$ cat src/rtl/ro_puf_sequencer.sv
// Ring-oscillator PUF sequencer: measures NUM_BITS oscillator pairs and packs the comparisons into a response word.
// Latency: start to done = NUM_BITS*(1+WINDOW+SETTLE+1)+1 cycles; outputs decode directly from the state register.
// Backpressure: none; start is a one-cycle request that is accepted only in IDLE and dropped at any other time.
//
// Ports:
//   clock, reset          system clock, asynchronous active-high reset
//   start, challenge      run request; challenge[3:0]/[7:4] are the base RO indices, latched on an accepted start
//   cnt1, cnt2            oscillator counter values for the currently selected pair
//   select1, select2      pair mux selects (base + bit index, 4-bit wrap)
//   ro_enable, ro_reset   oscillator/counter enable and counter clear
//   busy, done            run in progress, one-cycle completion pulse
//   response, unstable    response bits and per-bit low-margin flags, held until the next accepted start
// Build option: define RO_PUF_MARGIN_EN to flag bits whose count difference is below MARGIN.
module ro_puf_sequencer #(
  parameter int NUM_BITS = 8,
  parameter int WINDOW   = 4095,
  parameter int SETTLE   = 4
`ifdef RO_PUF_MARGIN_EN
  , parameter int MARGIN = 16
`endif
) (
  input  logic                clock,
  input  logic                reset,
  input  logic                start,
  input  logic [7:0]          challenge,
  input  logic [11:0]         cnt1,
  input  logic [11:0]         cnt2,
  output logic [3:0]          select1,
  output logic [3:0]          select2,
  output logic                ro_enable,
  output logic                ro_reset,
  output logic                busy,
  output logic                done,
  output logic [NUM_BITS-1:0] response,
  output logic [NUM_BITS-1:0] unstable
);

  typedef enum logic [2:0] {
    ST_IDLE,
    ST_CLEAR,
    ST_RUN,
    ST_SETTLE,
    ST_COMPARE,
    ST_DONE
  } state_t;

  localparam logic [11:0] WIN_LAST = 12'(WINDOW - 1);
  localparam logic [11:0] SET_LAST = 12'(SETTLE - 1);
  localparam logic [3:0]  LAST_BIT = 4'(NUM_BITS - 1);

  state_t                state_q;
  state_t                state_d;
  logic [11:0]           win_cnt_q;
  logic [3:0]            bit_q;
  logic [3:0]            base1_q;
  logic [3:0]            base2_q;
  logic [NUM_BITS-1:0]   response_q;
  logic [NUM_BITS-1:0]   unstable_q;
  logic                  pair_same;
  logic                  resp_bit;
  logic                  unst_bit;

  always_ff @(posedge clock or posedge reset) begin
    if (reset) begin
      state_q <= ST_IDLE;
    end else begin
      state_q <= state_d;
    end
  end

  always_comb begin
    state_d = state_q;
    case (state_q)
      ST_IDLE:    if (start) state_d = ST_CLEAR;
      ST_CLEAR:   state_d = ST_RUN;
      ST_RUN:     if (win_cnt_q == WIN_LAST) state_d = ST_SETTLE;
      ST_SETTLE:  if (win_cnt_q == SET_LAST) state_d = ST_COMPARE;
      ST_COMPARE: state_d = (bit_q == LAST_BIT) ? ST_DONE : ST_CLEAR;
      ST_DONE:    state_d = ST_IDLE;
      default:    state_d = ST_IDLE;
    endcase
  end

  // Selects are derived from the latched bases, so they cannot move while a bit is being measured.
  assign select1   = base1_q + bit_q;
  assign select2   = base2_q + bit_q;
  assign pair_same = (select1 == select2);
  assign resp_bit  = !pair_same && (cnt1 > cnt2);

`ifdef RO_PUF_MARGIN_EN
  logic [12:0] diff;
  logic [12:0] abs_diff;
  // Zero-extended 13-bit subtract keeps the sign of cnt1-cnt2 for the full 12-bit range.
  assign diff     = {1'b0, cnt1} - {1'b0, cnt2};
  assign abs_diff = diff[12] ? (~diff + 13'd1) : diff;
  assign unst_bit = pair_same || (abs_diff < 13'(MARGIN));
`else
  assign unst_bit = pair_same;
`endif

  always_ff @(posedge clock or posedge reset) begin
    if (reset) begin
      win_cnt_q  <= '0;
      bit_q      <= '0;
      base1_q    <= '0;
      base2_q    <= '0;
      response_q <= '0;
      unstable_q <= '0;
    end else begin
      // Restart the shared window/settle counter on every state change.
      win_cnt_q <= (state_d != state_q) ? 12'd0 : win_cnt_q + 12'd1;
      if (state_q == ST_IDLE && start) begin
        base1_q    <= challenge[3:0];
        base2_q    <= challenge[7:4];
        bit_q      <= '0;
        response_q <= '0;
        unstable_q <= '0;
      end
      if (state_q == ST_COMPARE) begin
        for (int b = 0; b < NUM_BITS; b++) begin
          if (b == int'(bit_q)) begin
            response_q[b] <= resp_bit;
            unstable_q[b] <= unst_bit;
          end
        end
        if (bit_q != LAST_BIT) bit_q <= bit_q + 4'd1;
      end
    end
  end

  assign ro_enable = (state_q == ST_RUN);
  // Counters stay cleared for as long as reset is held, not just after the first edge.
  assign ro_reset  = reset || (state_q == ST_CLEAR);
  assign busy      = (state_q != ST_IDLE);
  assign done      = (state_q == ST_DONE);
  assign response  = response_q;
  assign unstable  = unstable_q;

endmodule

$ cat config.mk
export PLATFORM = sky130hd
export DESIGN_NAME = ro_puf_sequencer
export DESIGN_NICKNAME = d
export VERILOG_FILES = /design/src/rtl/ro_puf_sequencer.sv
export SDC_FILE = /design/constraint.sdc
export NUM_CORES = 1
export LEC_CHECK = 0
export CAP_MARGIN = 10
export CELL_PAD_IN_SITES_DETAIL_PLACEMENT = 1
export CELL_PAD_IN_SITES_GLOBAL_PLACEMENT = 1
export CORE_MARGIN = 3
export CORE_UTILIZATION = 35
export DETAILED_ROUTE_END_ITERATION = 12
export PLACE_DENSITY = 0.8
export SLEW_MARGIN = 20
export SYNTH_ARGS = -nofsm -noshare
export SYNTH_HDL_FRONTEND = slang
export SYNTH_SLANG_ARGS = --single-unit
$ cat constraint.sdc
create_clock -name clock -period 4.43 [get_ports clock]
set_clock_uncertainty 0.05 [all_clocks]
set_input_delay 0.6645 -clock clock [delete_from_list [all_inputs] [get_ports clock]]
set_output_delay 0.6645 -clock clock [all_outputs]
set_load 0.01 [all_outputs]
==> results of run 1 <==
-- flip-flops by register name (all words and copies together), names as in the netlist --
register and count:
bit_q 4, base1_q 4, win_cnt_q 12, base2_q 4, response 8, state_q 3
unstable 8
-- path summary, 6_finish.rpt --
check                                to  cells after the start
max                          select1[3]                      6
min reg2reg                win_cnt_q[0]                      1
min in group asynchronous  win_cnt_q[2]                      3
max reg2reg                 response[0]                      8
min                        win_cnt_q[0]                      1
max in group asynchronous   response[6]                      3
-- critical path, cell delays in order (launching register included) --
cell and delay (ps):
sky130_fd_sc_hd__dfrtp_1 540, sky130_fd_sc_hd__ha_1 410, sky130_fd_sc_hd__a21oi_1 170, sky130_fd_sc_hd__a21oi_1 160
sky130_fd_sc_hd__or2_2 330, sky130_fd_sc_hd__xnor2_1 150, sky130_fd_sc_hd__clkdlybuf4s50_1 560
-- cell type report --
cell class	count	area, um^2
clock buffer	6	72.6
clock inverter	2	12.5
fill	869	3840
inverter	28	105
multi-input combinational	195	1440
sequential	43	1080
tap	99	124
timing repair buffer	63	628
-- Yosys cell counts, types with 3 or more instances --
cell type / instances / area, um^2
sky130_fd_sc_hd__o21ai_0: 6 / 30.0
sky130_fd_sc_hd__inv_1: 28 / 105
sky130_fd_sc_hd__ha_1: 24 / 300
sky130_fd_sc_hd__o41ai_1: 7 / 61.3
sky130_fd_sc_hd__and3_1: 3 / 18.8
sky130_fd_sc_hd__dfrtp_1: 43 / 1080
sky130_fd_sc_hd__nand2_1: 16 / 60.1
sky130_fd_sc_hd__nand3_1: 35 / 175
sky130_fd_sc_hd__a21oi_1: 9 / 45.0
sky130_fd_sc_hd__xor2_1: 6 / 52.6
sky130_fd_sc_hd__clkbuf_1: 5 / 18.8
sky130_fd_sc_hd__o31ai_1: 10 / 75.1
sky130_fd_sc_hd__nand4_1: 8 / 50.1
sky130_fd_sc_hd__nor3_1: 5 / 25.0
sky130_fd_sc_hd__xnor2_1: 10 / 87.6
sky130_fd_sc_hd__nor2_1: 17 / 63.8
sky130_fd_sc_hd__mux2_2: 8 / 90.1
sky130_fd_sc_hd__buf_2: 3 / 15.0
-- logic make-up (layout without fill, tap and decap cells) --
kind of cell,after synthesis,count (layout),share of synthesized area [%]
adder cells (fa/ha/maj),26,26,12.9
AO/OA/AOI/OAI,43,43,11.7
flip-flops,43,43,40.7
XOR/XNOR,16,16,5.31
AND/OR/NAND/NOR,102,102,20.7
buffers and inverters,36,99,5.26
multiplexers,8,8,3.41
-- placed cells by master (no fill, tap or decap), types with 2 or more instances in the layout --
master	Yosys	routed
sky130_fd_sc_hd__o21ai_0	6	6
sky130_fd_sc_hd__nor2_1	17	17
sky130_fd_sc_hd__nand2_1	16	15
sky130_fd_sc_hd__mux2_2	8	8
sky130_fd_sc_hd__clkbuf_8	0	5
sky130_fd_sc_hd__a21oi_1	9	9
sky130_fd_sc_hd__nor4_1	2	2
sky130_fd_sc_hd__fa_1	2	2
sky130_fd_sc_hd__clkdlybuf4s50_1	0	62
sky130_fd_sc_hd__or3_1	2	2
sky130_fd_sc_hd__nor3_1	5	5
sky130_fd_sc_hd__inv_1	28	28
sky130_fd_sc_hd__o41ai_1	7	7
sky130_fd_sc_hd__dfrtp_1	43	43
sky130_fd_sc_hd__xor2_1	6	6
sky130_fd_sc_hd__xnor2_1	10	10
sky130_fd_sc_hd__ha_1	24	24
sky130_fd_sc_hd__nand3_1	35	35
sky130_fd_sc_hd__nand4_1	8	8
sky130_fd_sc_hd__and4_1	2	2
sky130_fd_sc_hd__o31ai_1	10	10
sky130_fd_sc_hd__nor2b_1	2	2
sky130_fd_sc_hd__nand2b_1	2	2
sky130_fd_sc_hd__o21ai_1	2	2
sky130_fd_sc_hd__and3_1	3	3
-- layer usage --
| layer | GRT usage, % | vias to the layer above |
|---|---|---|
| li1 | - | 1105 |
| met1 | 20.2 | 1095 |
| met2 | 28.1 | 53 |
| met3 | 3.66 | 11 |
| met4 | 5.62 | 0 |
| met5 | 0 | - |
-- per-stage QoR --
step                instance area (um^2)  cells  total power, mW  util, %  hold slack [ps]
floorplan                           2640    274            0.460        -              417
finish                              3450    436            0.771     47.4              459
global placement                    3360    428            0.526     46.1              435
global route                        3450    436            0.815     47.4              493
detailed placement                  3360    428            0.530     46.1              442
CTS                                 3440    436            0.784     47.2              461
-- where the power goes --
| part | internal [mW] | leakage, nW | switching [mW] | total, mW |
|---|---|---|---|---|
| clock | 0.110 | 0.0412 | 0.139 | 0.249 |
| sequential | 0.403 | 0.518 | 0.00659 | 0.410 |
| combinational | 0.0644 | 0.965 | 0.0473 | 0.112 |
==> insert_results.sql, run 1 <==
INSERT INTO impl_metrics (metric_group, metric, value, unit) VALUES
('route', 'detail_route.iter0.violations', '99', ''),
('route', 'final_antenna_net_count', '0', ''),
('power', 'power_density', '223', 'nW/um^2'),
('route', 'wl_met1', '3000', 'um'),
('sta', 'maxSlewViolCount', '0', ''),
('route', 'routed_wirelength', '6810', 'um'),
('floorplanning', 'die_width', '92.9', 'um'),
('worst_setup_path', 'regToRegSetupSlack', '1560', 'ps'),
('global_route', 'antenna_found_initial', '0', ''),
('cts', 'tritoncts', 'yes', ''),
('floorplanning', 'initial_utilization', '36.2', '%'),
('layout', 'flow.area_growth_from_synthesis', '30.8', '%'),
('logic_synthesis', 'asyncSetResetFlopFracSynth', '100', '%'),
('route', 'route.top_layer_used', 'met4', ''),
('sta', 'max_slew.worst_pin.slew', '845', 'ps'),
('sta', 'setup-violations-final', '0', ''),
('hold_path', 'min_path_type', 'flop to flop', ''),
('floorplanning', 'fp.dieArea', '8620', 'um^2'),
('cts', 'ctsHtreeMaxLevel', '2', ''),
('sta', 'setup_tns', '0', 'ps'),
('place', 'global_placement_routability_congestion', '0.796', ''),
('logic_synthesis', 'synth_cell_type_count', '42', ''),
('logic_synthesis', 'synth_seq_cells', '43', ''),
('logic_synthesis', 'yosys_warnings', '0', ''),
('floorplanning', 'floorplan.io_pins', '63', ''),
('floorplanning', 'fp-row-count', '31', ''),
('sta', 'finalHoldViolCount', '0', ''),
('sta', 'finalCritPeriodShare', '75.0', '%'),
('cts', 'ctsRootBufferMaster', 'sky130_fd_sc_hd__clkbuf_8', ''),
('worst_setup_path', 'crit_path_start_kind', 'flop', ''),
('power', 'total_leakage_power', '1.52', 'nW'),
('global_route', 'largest_net_degree_at_the_start_of_global_routing', '44', ''),
('route', 'detailroute.wirelength.met3', '305', 'um'),
('place', 'detailedPlacementHpwl', '5200', 'um'),
('logic_synthesis', 'synthesis.area', '2640', 'um^2'),
('global_route', 'first_global_vias', '2400', ''),
('cts', 'hold_buffers', '0', ''),
('sta', 'maxClockFrequency', '0.301', 'GHz'),
('cts', 'clockBufferDepth', '2', ''),
('hold_path', 'worst_hold_startpoint', 'win_cnt_q[0]', ''),
('layout', 'antennaDiodeCount', '0', ''),
('logic_synthesis', 'netlist_instances', '274', ''),
('cts', 'ctsResizeCount', '0', ''),
('global_route', 'grt_first_pass_wirelength', '11300', 'um'),
('route', 'route.vias.total', '2264', ''),
('global_route', 'grt.total_usage', '16.4', '%'),
('cts', 'cts_setup_buffers', '0', ''),
('logic_synthesis', 'synth_enable_flop_cells', '0', ''),
('worst_setup_path', 'arrival', '2610', 'ps'),
('route', 'first_pass_iters', '4', ''),
('outcome', 'outcome', 'finished, final reports clean', ''),
('logic_synthesis', 'yosys_most_used_dff', 'sky130_fd_sc_hd__dfrtp_1', ''),
('floorplanning', 'die_height', '92.9', 'um'),
('sta', 'tightest_slew_margin_relative_to_the_limit', '43.3', '%'),
('logic_synthesis', 'post_synth.cell_area_avg', '9.64', 'um^2'),
('route', 'route.detailed.wl_per_inst', '15.6', 'um'),
('logic_synthesis', 'synth_seq_area_share', '40.7', '%'),
('place', 'pre_cts_slack', '1420', 'ps'),
('route', 'post_drt_via_cell_ratio', '5.19', ''),
('layout', 'layout.nets', '397', ''),
('sta', 'rsz0062_at_grt', 'no', ''),
('worst_setup_path', 'timing.setup.critical_path_class', 'flop to primary output', ''),
('route', 'met2WireLength', '3380', 'um'),
('sta', 'setup_slack', '1110', 'ps'),
('layout', 'post_route_cells_drive_above_1_share', '7.12', '%'),
('global_route', 'grt_overflow_total', '0', ''),
('flow_run', 'number_of_maximum_capacitance_violations', '0', ''),
('worst_setup_path', 'setup_crit_end_kind', 'primary output', ''),
('sta', 'final_min_period', '3320', 'ps'),
('power', 'peakVddDrop', '0.0868', 'mV'),
('place', 'port_buffer_count', '62', ''),
('worst_setup_path', 'worstPathMaxFanout', '13', ''),
('cts', 'cts-buffers-inserted', '5', ''),
('cts', 'cts.sinks', '43', ''),
('worst_setup_path', 'crit_path_start', 'bit_q[2]', ''),
('logic_synthesis', 'synth_nets', '335', ''),
('route', 'drt_drc_violations_left', '0', ''),
('cts', 'clk_pin_slew_worst_paths', '80', 'ps'),
('worst_setup_path', 'rr_startpoint', 'bit_q[0]', ''),
('worst_setup_path', 'worst_ep_required_time', '3720', 'ps'),
('cts', 'clk-insertion-delay-late', '300', 'ps'),
('floorplanning', 'fp.coreArea', '7290', 'um^2');
Note: power is estimated with default switching activity, not from simulation.
==> run 2, diff against run 1 <==
- clock period: 4.43 -> 3.2 ns (I/O delays scaled with it)
==> insert_results.sql, run 2 (synthesized netlist as in run 1, its figures left out) <==
INSERT INTO impl_metrics (metric_group, metric, value, unit) VALUES
('global_route', 'grt_first_pass_wirelength', '11900', 'um'),
('layout', 'largest_register_ff_count', '12', ''),
('route', 'detail_route.iter0.violations', '67', ''),
('layout', 'antennaDiodeCount', '0', ''),
('place', 'detailedPlacementHpwl', '5510', 'um'),
('floorplanning', 'die_height', '92.9', 'um'),
('power', 'peakVddDrop', '0.153', 'mV'),
('worst_setup_path', 'cpMaxStageDelayCell', 'sky130_fd_sc_hd__clkdlybuf4s50_1', ''),
('layout', 'flow.area_growth_from_synthesis', '31.1', '%'),
('worst_setup_path', 'worstPathMaxFanout', '3', ''),
('route', 'drt_drc_violations_left', '0', ''),
('sta', 'rsz0062_at_grt', 'no', ''),
('worst_setup_path', 'worst-path-buf-inv', '1', ''),
('worst_setup_path', 'crit_path_start', 'bit_q[2]', ''),
('power', 'total_leakage_power', '1.54', 'nW'),
('layout', 'regMostFlops', 'win_cnt_q', ''),
('layout', 'layout.nets', '400', ''),
('worst_setup_path', 'crit_cells', '6', ''),
('flow_run', 'number_of_maximum_capacitance_violations', '0', ''),
('global_route', 'grt_overflow_total', '0', ''),
('sta', 'maxSlewViolCount', '0', ''),
('worst_setup_path', 'arrival', '2520', 'ps'),
('route', 'route.detailed.wl_per_inst', '16.0', 'um'),
('cts', 'hold_buffers', '0', ''),
('worst_setup_path', 'cpLargestDelayFamily', 'buffers and inverters', ''),
('cts', 'ctsResizeCount', '0', ''),
('route', 'post_drt_via_cell_ratio', '5.27', ''),
('cts', 'tritoncts', 'yes', ''),
('place', 'global_placement_routability_congestion', '0.803', ''),
('floorplanning', 'fp-row-count', '31', ''),
('global_route', 'antenna_found_initial', '0', ''),
('power', 'power_density', '306', 'nW/um^2'),
('floorplanning', 'floorplan.io_pins', '63', ''),
('global_route', 'largest_net_degree_at_the_start_of_global_routing', '44', ''),
('floorplanning', 'fp.dieArea', '8620', 'um^2'),
('worst_setup_path', 'timing.setup.critical_path_class', 'flop to primary output', ''),
('sta', 'setup-violations-final', '0', ''),
('floorplanning', 'die_width', '92.9', 'um'),
('floorplanning', 'fp.coreArea', '7290', 'um^2'),
('worst_setup_path', 'ff2ff_path_depth', '8', ''),
('sta', 'finalHoldViolCount', '0', ''),
('cts', 'ctsHtreeMaxLevel', '2', ''),
('worst_setup_path', 'reg2reg_to', 'response[3]', ''),
('sta', 'setup_tns', '0', 'ps'),
('place', 'pre_cts_slack', '452', 'ps'),
('hold_path', 'min_path_type', 'flop to flop', ''),
('sta', 'finalCritPeriodShare', '95.4', '%'),
('layout', 'most_frequent_standard_cell_in_the_layout_excluding_fill_and_tap_cells', 'sky130_fd_sc_hd__clkdlybuf4s50_1', ''),
('worst_setup_path', 'maximum_cell_stage_delay_along_the_critical_path', '560', 'ps'),
('layout', 'multi_input_comb_area', '1430', 'um^2'),
('cts', 'cts-buffers-inserted', '5', ''),
('place', 'post-place-cells', '431', ''),
('cts', 'cts_setup_buffers', '0', ''),
('worst_setup_path', 'worst_ep_required_time', '2670', 'ps'),
('sta', 'final_min_period', '3050', 'ps'),
('cts', 'cts.sinks', '43', ''),
('outcome', 'outcome', 'finished, final reports clean', ''),
('cts', 'clk_pin_slew_worst_paths', '80', 'ps'),
('worst_setup_path', 'rr_startpoint', 'bit_q[0]', ''),
('sta', 'max_slew.worst_pin.slew', '990', 'ps'),
('worst_setup_path', 'crit_path_start_kind', 'flop', ''),
('layout', 'mostFrequentLayoutCells', 'sky130_fd_sc_hd__clkdlybuf4s50_1 (62), sky130_fd_sc_hd__dfrtp_1 (43), sky130_fd_sc_hd__nand3_1 (35)', ''),
('layout', 'nFillCells', '861', ''),
('worst_setup_path', 'cp-endpoint', 'select1[3]', ''),
('worst_setup_path', 'critical_path.most_common_cell', 'sky130_fd_sc_hd__a21oi_1', ''),
('sta', 'setup_slack', '146', 'ps'),
('worst_setup_path', 'regToRegSetupSlack', '630', 'ps'),
('place', 'port_buffer_count', '62', ''),
('layout', 'post_layout_nonfiller_instances', '439', ''),
('sta', 'maxClockFrequency', '0.327', 'GHz'),
('route', 'first_pass_iters', '4', ''),
('place', 'dpl_cell_area', '3380', 'um^2'),
('cts', 'clockBufferDepth', '2', ''),
('cts', 'ctsRootBufferMaster', 'sky130_fd_sc_hd__clkbuf_8', ''),
('global_route', 'first_global_vias', '2500', ''),
('layout', 'post_route_cells_drive_above_1_share', '7.06', '%'),
('route', 'routed_wirelength', '7020', 'um'),
('global_route', 'grt.total_usage', '17.2', '%'),
('route', 'final_antenna_net_count', '0', ''),
('floorplanning', 'initial_utilization', '36.2', '%'),
('sta', 'tightest_slew_margin_relative_to_the_limit', '32.9', '%'),
('layout', 'finalInstanceArea', '3460', 'um^2'),
('cts', 'clk-insertion-delay-late', '290', 'ps'),
('worst_setup_path', 'setup_crit_end_kind', 'primary output', ''),
('route', 'route.vias.total', '2312', ''),
('layout', 'area.sequential', '1080', 'um^2'),
('worst_setup_path', 'path_cells', 'ha_1 -> a21oi_1 -> a21oi_1 -> or2_2 -> xnor2_1 -> clkdlybuf4s50_1', '');
==> run 2: changes by cell type in the layout (fill, tap and decap cells not counted) <==
cell                         before  now
sky130_fd_sc_hd__nand2_1         15   16
sky130_fd_sc_hd__o311ai_2         1    0
sky130_fd_sc_hd__buf_4            1    4
sky130_fd_sc_hd__o311ai_1         0    1
sky130_fd_sc_hd__nand2_2          1    0
sky130_fd_sc_hd__clkinvlp_4       1    0
sky130_fd_sc_hd__clkbuf_1         1    2
==> run 2: how the worst min path moves through the flow <==
stage,startpoint,endpoint,slack (ps),cells past startpoint
final,win_cnt_q[0],win_cnt_q[0],450,1
after CTS,win_cnt_q[0],win_cnt_q[0],460,1
after global placement,unstable[3],unstable[3],440,2
after global routing,win_cnt_q[0],win_cnt_q[0],480,1
after floorplan,win_cnt_q[0],win_cnt_q[0],420,1
after detailed placement,base1_q[3],base1_q[3],450,1
==> run 2: per-stage QoR <==
step	hold WS (ps)	util [%]	total power, mW
final	452	47.5	1.06
after global routing	485	47.5	1.11
after CTS	462	47.5	1.08
after detailed placement	450	46.4	0.734
after global placement	437	46.4	0.729
after floorplan	417	-	0.637
==> run 2: routing by layer <==
| metal | GRT usage (%) | up-vias | routed length [um] | part of all wire [%] |
|---|---|---|---|---|
| met5 | 0 | - | 0 | 0 |
| met4 | 5.25 | 0 | 83 | 1.2 |
| met3 | 3.57 | 7 | 321 | 4.6 |
| met2 | 30.4 | 51 | 3660 | 52 |
| met1 | 20.8 | 1146 | 2960 | 42 |
| li1 | - | 1108 | - | - |
==> run 2: cell type report <==
class                      count  share of cell area [%]
clock buffer                   7                    2.20
multi-input combinational    195                    41.2
inverter                      28                    3.03
sequential                    43                    31.1
clock inverter                 1                   0.145
timing repair buffer          66                    18.8
tap                           99                    3.58
==> run 2: power by group <==
part	switching [mW]	internal, mW	total (mW)	leakage [nW]
combinational	0.0642	0.0882	0.152	0.977
sequential	0.0101	0.558	0.568	0.518
clock	0.185	0.154	0.338	0.0422
==> variant 1: new RTL, flow settings as in run 2 <==
Build with the macro `RO_PUF_MARGIN_EN` defined.
--- a/src/rtl/ro_puf_sequencer.sv
+++ b/src/rtl/ro_puf_sequencer.sv
@@ -13,2 +13,4 @@
 // Build option: define RO_PUF_MARGIN_EN to flag bits whose count difference is below MARGIN.
+`define RO_PUF_MARGIN_EN
+
 module ro_puf_sequencer #(
Check against the original RTL: no difference found for any inputs over 10 cycles, from zero or initial values and one cycle with reset high; that may be too few to reach the edited logic, so the function may still have changed.
==> variant 1 against run 2 <==
Via count is 20% higher. Routed wire length rose by 14%. Cell area rose by 14%. Synthesized area rose by 17%. Worst setup slack improved by 0.053 ns. Power is 16% higher. Combinational power rose by 87%. Highest routed layer unchanged. Sequential cell count did not move. Critical path depth grew 5. Sequential power decreased by 1%. Non-clock buffer count increased by 5. Largest cell class unchanged.
==> variant 1: results <==
export IMPL_outcome="finished clean"
export IMPL_syn_nets=420
export IMPL_routed_wl_um=8020
export IMPL_synth_area_leaders="dfrtp_1 35%, ha_1 9.7%, nand2_1 6.8%"
export IMPL_nets=487
export IMPL_grt_usage_pct=16.7
export IMPL_drt_iter0_markers=64
export IMPL_syn_inst=358
export IMPL_cp_startpoint="cnt1[0]"
export IMPL_r2r_cells=8
export IMPL_hpwl_um=6260
export IMPL_final_fill_count=990
export IMPL_critPathArrivalTime_ns=3.17
export IMPL_dp_cells=523
export IMPL_synthFlopType="dfrtp_1"
export IMPL_crit_family="compound AO/OA/AOI/OAI gates"
export IMPL_drive_gt1_share_pct=8.69
export IMPL_gp_congestion=0.828
export IMPL_rr_startpoint="state_q[0]"
export IMPL_place_ws_ns=-0.196
export IMPL_tightest_slew_ns=0.563
export IMPL_vdd_drop_max_mv=0.146
export IMPL_avgRoutedWirePerCell_um=15.1
export IMPL_ys_types=63
export IMPL_grt_pass1_wl_um=13900
export IMPL_async_flop_share_pct=100
export IMPL_io_buffers=62
export IMPL_cp_endpoint="unstable[7]"
export IMPL_viasPerCell=5.23
export IMPL_cellLeakagePower_nw=1.81
export IMPL_max_stage_delay_ns=0.46
export IMPL_r2r_slack_ns=0.68
export IMPL_yosys_top_cells_count="56 x nand2_1, 43 x dfrtp_1, 39 x nor2_1"
export IMPL_finalWorstSetupSlack_ns=0.200
export IMPL_place_area_um2=3830
## variant 1: timing repair
item / in CTS / in global routing
endpoints found under the setup margin: 0 / 6
setup buffers: 0 / 0
resized for setup: 0 / 4
## variant 1: kinds of logic (layout without fill, tap and decap cells)
kind of cell / after synthesis / after routing / share of synthesized area [%]
and+or+nand+nor: 159 / 159 / 24.5
AOI/OAI and AO/OA: 64 / 64 / 15.2
DFF: 43 / 43 / 34.8
buffers and inverters: 36 / 104 / 5.51
adders and majority gates: 27 / 27 / 11.7
xor gates and xnor gates: 27 / 27 / 7.66
muxes: 2 / 2 / 0.689
## variant 1: cell type report
type / count / area [um^2] / share of cell area [%]
Multi-Input combinational cell: 279 / 1870 / 47.2
Sequential cell: 43 / 1080 / 27.1
Timing Repair Buffer: 71 / 688 / 17.4
Tap cell: 105 / 131 / 3.31
Clock buffer: 7 / 96.3 / 2.43
Inverter: 25 / 93.8 / 2.37
Clock inverter: 1 / 7.51 / 0.189
## variant 1: where the power goes
| group | internal [W] | switching [W] |
|---|---|---|
| sequential | 0.000555 | 0.00000757 |
| combinational | 0.000143 | 0.000141 |
| clock | 0.000197 | 0.000190 |
## variant 1: per-layer routing
| metal | wire length (um) | share of wire [%] | GRT usage (%) |
|---|---|---|---|
| met2 | 3950 | 49 | 28.6 |
| met4 | 108 | 1.3 | 3.78 |
| met3 | 245 | 3.1 | 2.57 |
| met1 | 3710 | 46 | 22.3 |
| met5 | 0 | 0 | 0 |
## variant 1: worst min-delay path by stage
stage	to	slack, ns
5_1_grt	win_cnt_q[0]	0.47
3_5_place_dp	base1_q[2]	0.43
3_3_place_gp	base1_q[2]	0.42
4_1_cts	win_cnt_q[0]	0.45
2_1_floorplan	base1_q[0]	0.40
6_report	win_cnt_q[0]	0.44
==> variant 2: new RTL, settings of run 2 <==
Made on the original files. Re-encode `state_t` (6 states) as one-hot, 6 bits wide.
--- a/src/rtl/ro_puf_sequencer.sv
+++ b/src/rtl/ro_puf_sequencer.sv
@@ -37,9 +37,9 @@
 
-  typedef enum logic [2:0] {
-    ST_IDLE,
-    ST_CLEAR,
-    ST_RUN,
-    ST_SETTLE,
-    ST_COMPARE,
-    ST_DONE
+  typedef enum logic [5:0] {
+    ST_IDLE    = 6'b000001,
+    ST_CLEAR   = 6'b000010,
+    ST_RUN     = 6'b000100,
+    ST_SETTLE  = 6'b001000,
+    ST_COMPARE = 6'b010000,
+    ST_DONE    = 6'b100000
   } state_t;
Behaviour: no difference found for any inputs over 10 cycles, from zero or initial values and one cycle with reset high; not proved beyond that.
==> variant 2 against run 2 <==
Routed wire length rose by 5.3%. Cell area grew 6.3%. Worst setup slack improved by 0.018 ns. Sequential share of layout area up 0.24 points. Sequential cell count increased by 3. Non-clock buffer count stayed put. Synthesized area rose by 8.1%. Critical path type unchanged. Largest cell class unchanged.
Power is not compared: it rests on default switching activity, and its combinational part moved more than twofold at a synthesized area within 25%.
==> variant 2: results <==
export IMPL_yosys_top_cells_count="45 x dfrtp_1, 25 x nand3_1, 24 x ha_1"
export IMPL_yosysWarnings=0
export IMPL_ys_types=51
export IMPL_first_pass_iters=4
export IMPL_grt_pass1_wl_um=12000
export IMPL_routed_wl_um=7390
export IMPL_fin_crit_sh_pct=94.9
export IMPL_synth_seq_area_share_pct=40.3
export IMPL_place_ws_ns=0.486
export IMPL_path_clk_slew_ns=0.09
export IMPL_io_buffers=62
export IMPL_tightest_slew_ns=0.612
export IMPL_min_path_type="reg -> reg"
export IMPL_place_area_um2=3590
export IMPL_nets=414
export IMPL_critPathArrivalTime_ns=2.51
export IMPL_synth_area_leaders="dfrtp_1 39%, ha_1 11%, nand3_1 4.4%"
export IMPL_regMostFlops="win_cnt_q"
export IMPL_cp_slowest_cell="dfrtp_1"
export IMPL_area_delta_synth_final_pct=28.9
export IMPL_drive_gt1_share_pct=10.7
export IMPL_hpwl_um=5540
export IMPL_drt_iter0_markers=98
export IMPL_gp_congestion=0.785
export IMPL_grt_pass1_vias=2510
export IMPL_vdd_drop_max_mv=0.186
export IMPL_cellLeakagePower_nw=1.71
export IMPL_outcome="finished clean"
export IMPL_crit_fanout=9
export IMPL_cts_buffers=5
export IMPL_async_flop_share_pct=100
export IMPL_r2r_slack_ns=0.57
export IMPL_antenna_found_initial=0
export IMPL_viasPerCell=5.19
export IMPL_n_antenna_cell=0
export IMPL_max_stage_delay_ns=0.58
export IMPL_clock_path_buffers=2
export IMPL_cts_resized=0
export IMPL_clk_latency_ns=0.30
export IMPL_synthFlopType="dfrtp_1"
export IMPL_grt_max_degree=47
export IMPL_post_cts_setup_buffer_count=0
export IMPL_htree_levels=2
export IMPL_syn_nets=349
export IMPL_grt_usage_pct=16.7
export IMPL_crit_family="simple AND/OR/NAND/NOR gates"
export IMPL_root_buffer="clkbuf_8"
export IMPL_largest_reg_flops=12
export IMPL_final_fill_count=896
-- variant 2: layer usage --
metal	routed length [um]	track usage, %
met3	281	2.58
met5	0	0
met1	3500	22.4
met2	3530	28.1
met4	77	4.44
-- variant 2: layout make-up --
class,instances,share of cell area [%]
multi-input cells,211,42.9
repair buffers,66,17.7
well taps,102,3.47
flip-flops and latches,46,31.3
clock buffers,6,1.97
inverters,23,2.35
clock inverters,2,0.374
-- variant 2: cell families after synthesis --
family,Yosys count,share of synthesized area (%)
mux,8,3.15
flops,46,40.3
fa+ha+maj,26,11.9
compound gates,47,13.2
simple gates,114,21.8
buf+inv,31,4.42
xor+xnor,16,5.17
-- variant 2: through the flow --
stage                     cells  power, W  utilization [%]  hold slack (ns)
after global routing        456   0.00204             47.1            0.494
after floorplan             288   0.00126                -            0.425
after CTS                   456   0.00194             47.1            0.479
after global placement      448   0.00154             46.0            0.446
after detailed placement    448   0.00157             46.0            0.460
final                       456   0.00191             47.1            0.472
-- variant 2: power breakdown --
part | internal (W) | switching, W | leakage [nW]
combinational | 0.000398 | 0.000412 | 1.04
clock | 0.000155 | 0.000204 | 0.0452
sequential | 0.000663 | 0.0000786 | 0.619
-- variant 2: final timing paths --
path                               from            to  cells past startpoint
hold / removal             win_cnt_q[0]  win_cnt_q[0]                      1
setup reg to reg               bit_q[0]   unstable[2]                      7
max in group asynchronous         reset   unstable[5]                      3
min in group asynchronous         reset  win_cnt_q[0]                      3
setup / recovery               bit_q[1]    select1[3]                      6
hold reg to reg            win_cnt_q[0]  win_cnt_q[0]                      1
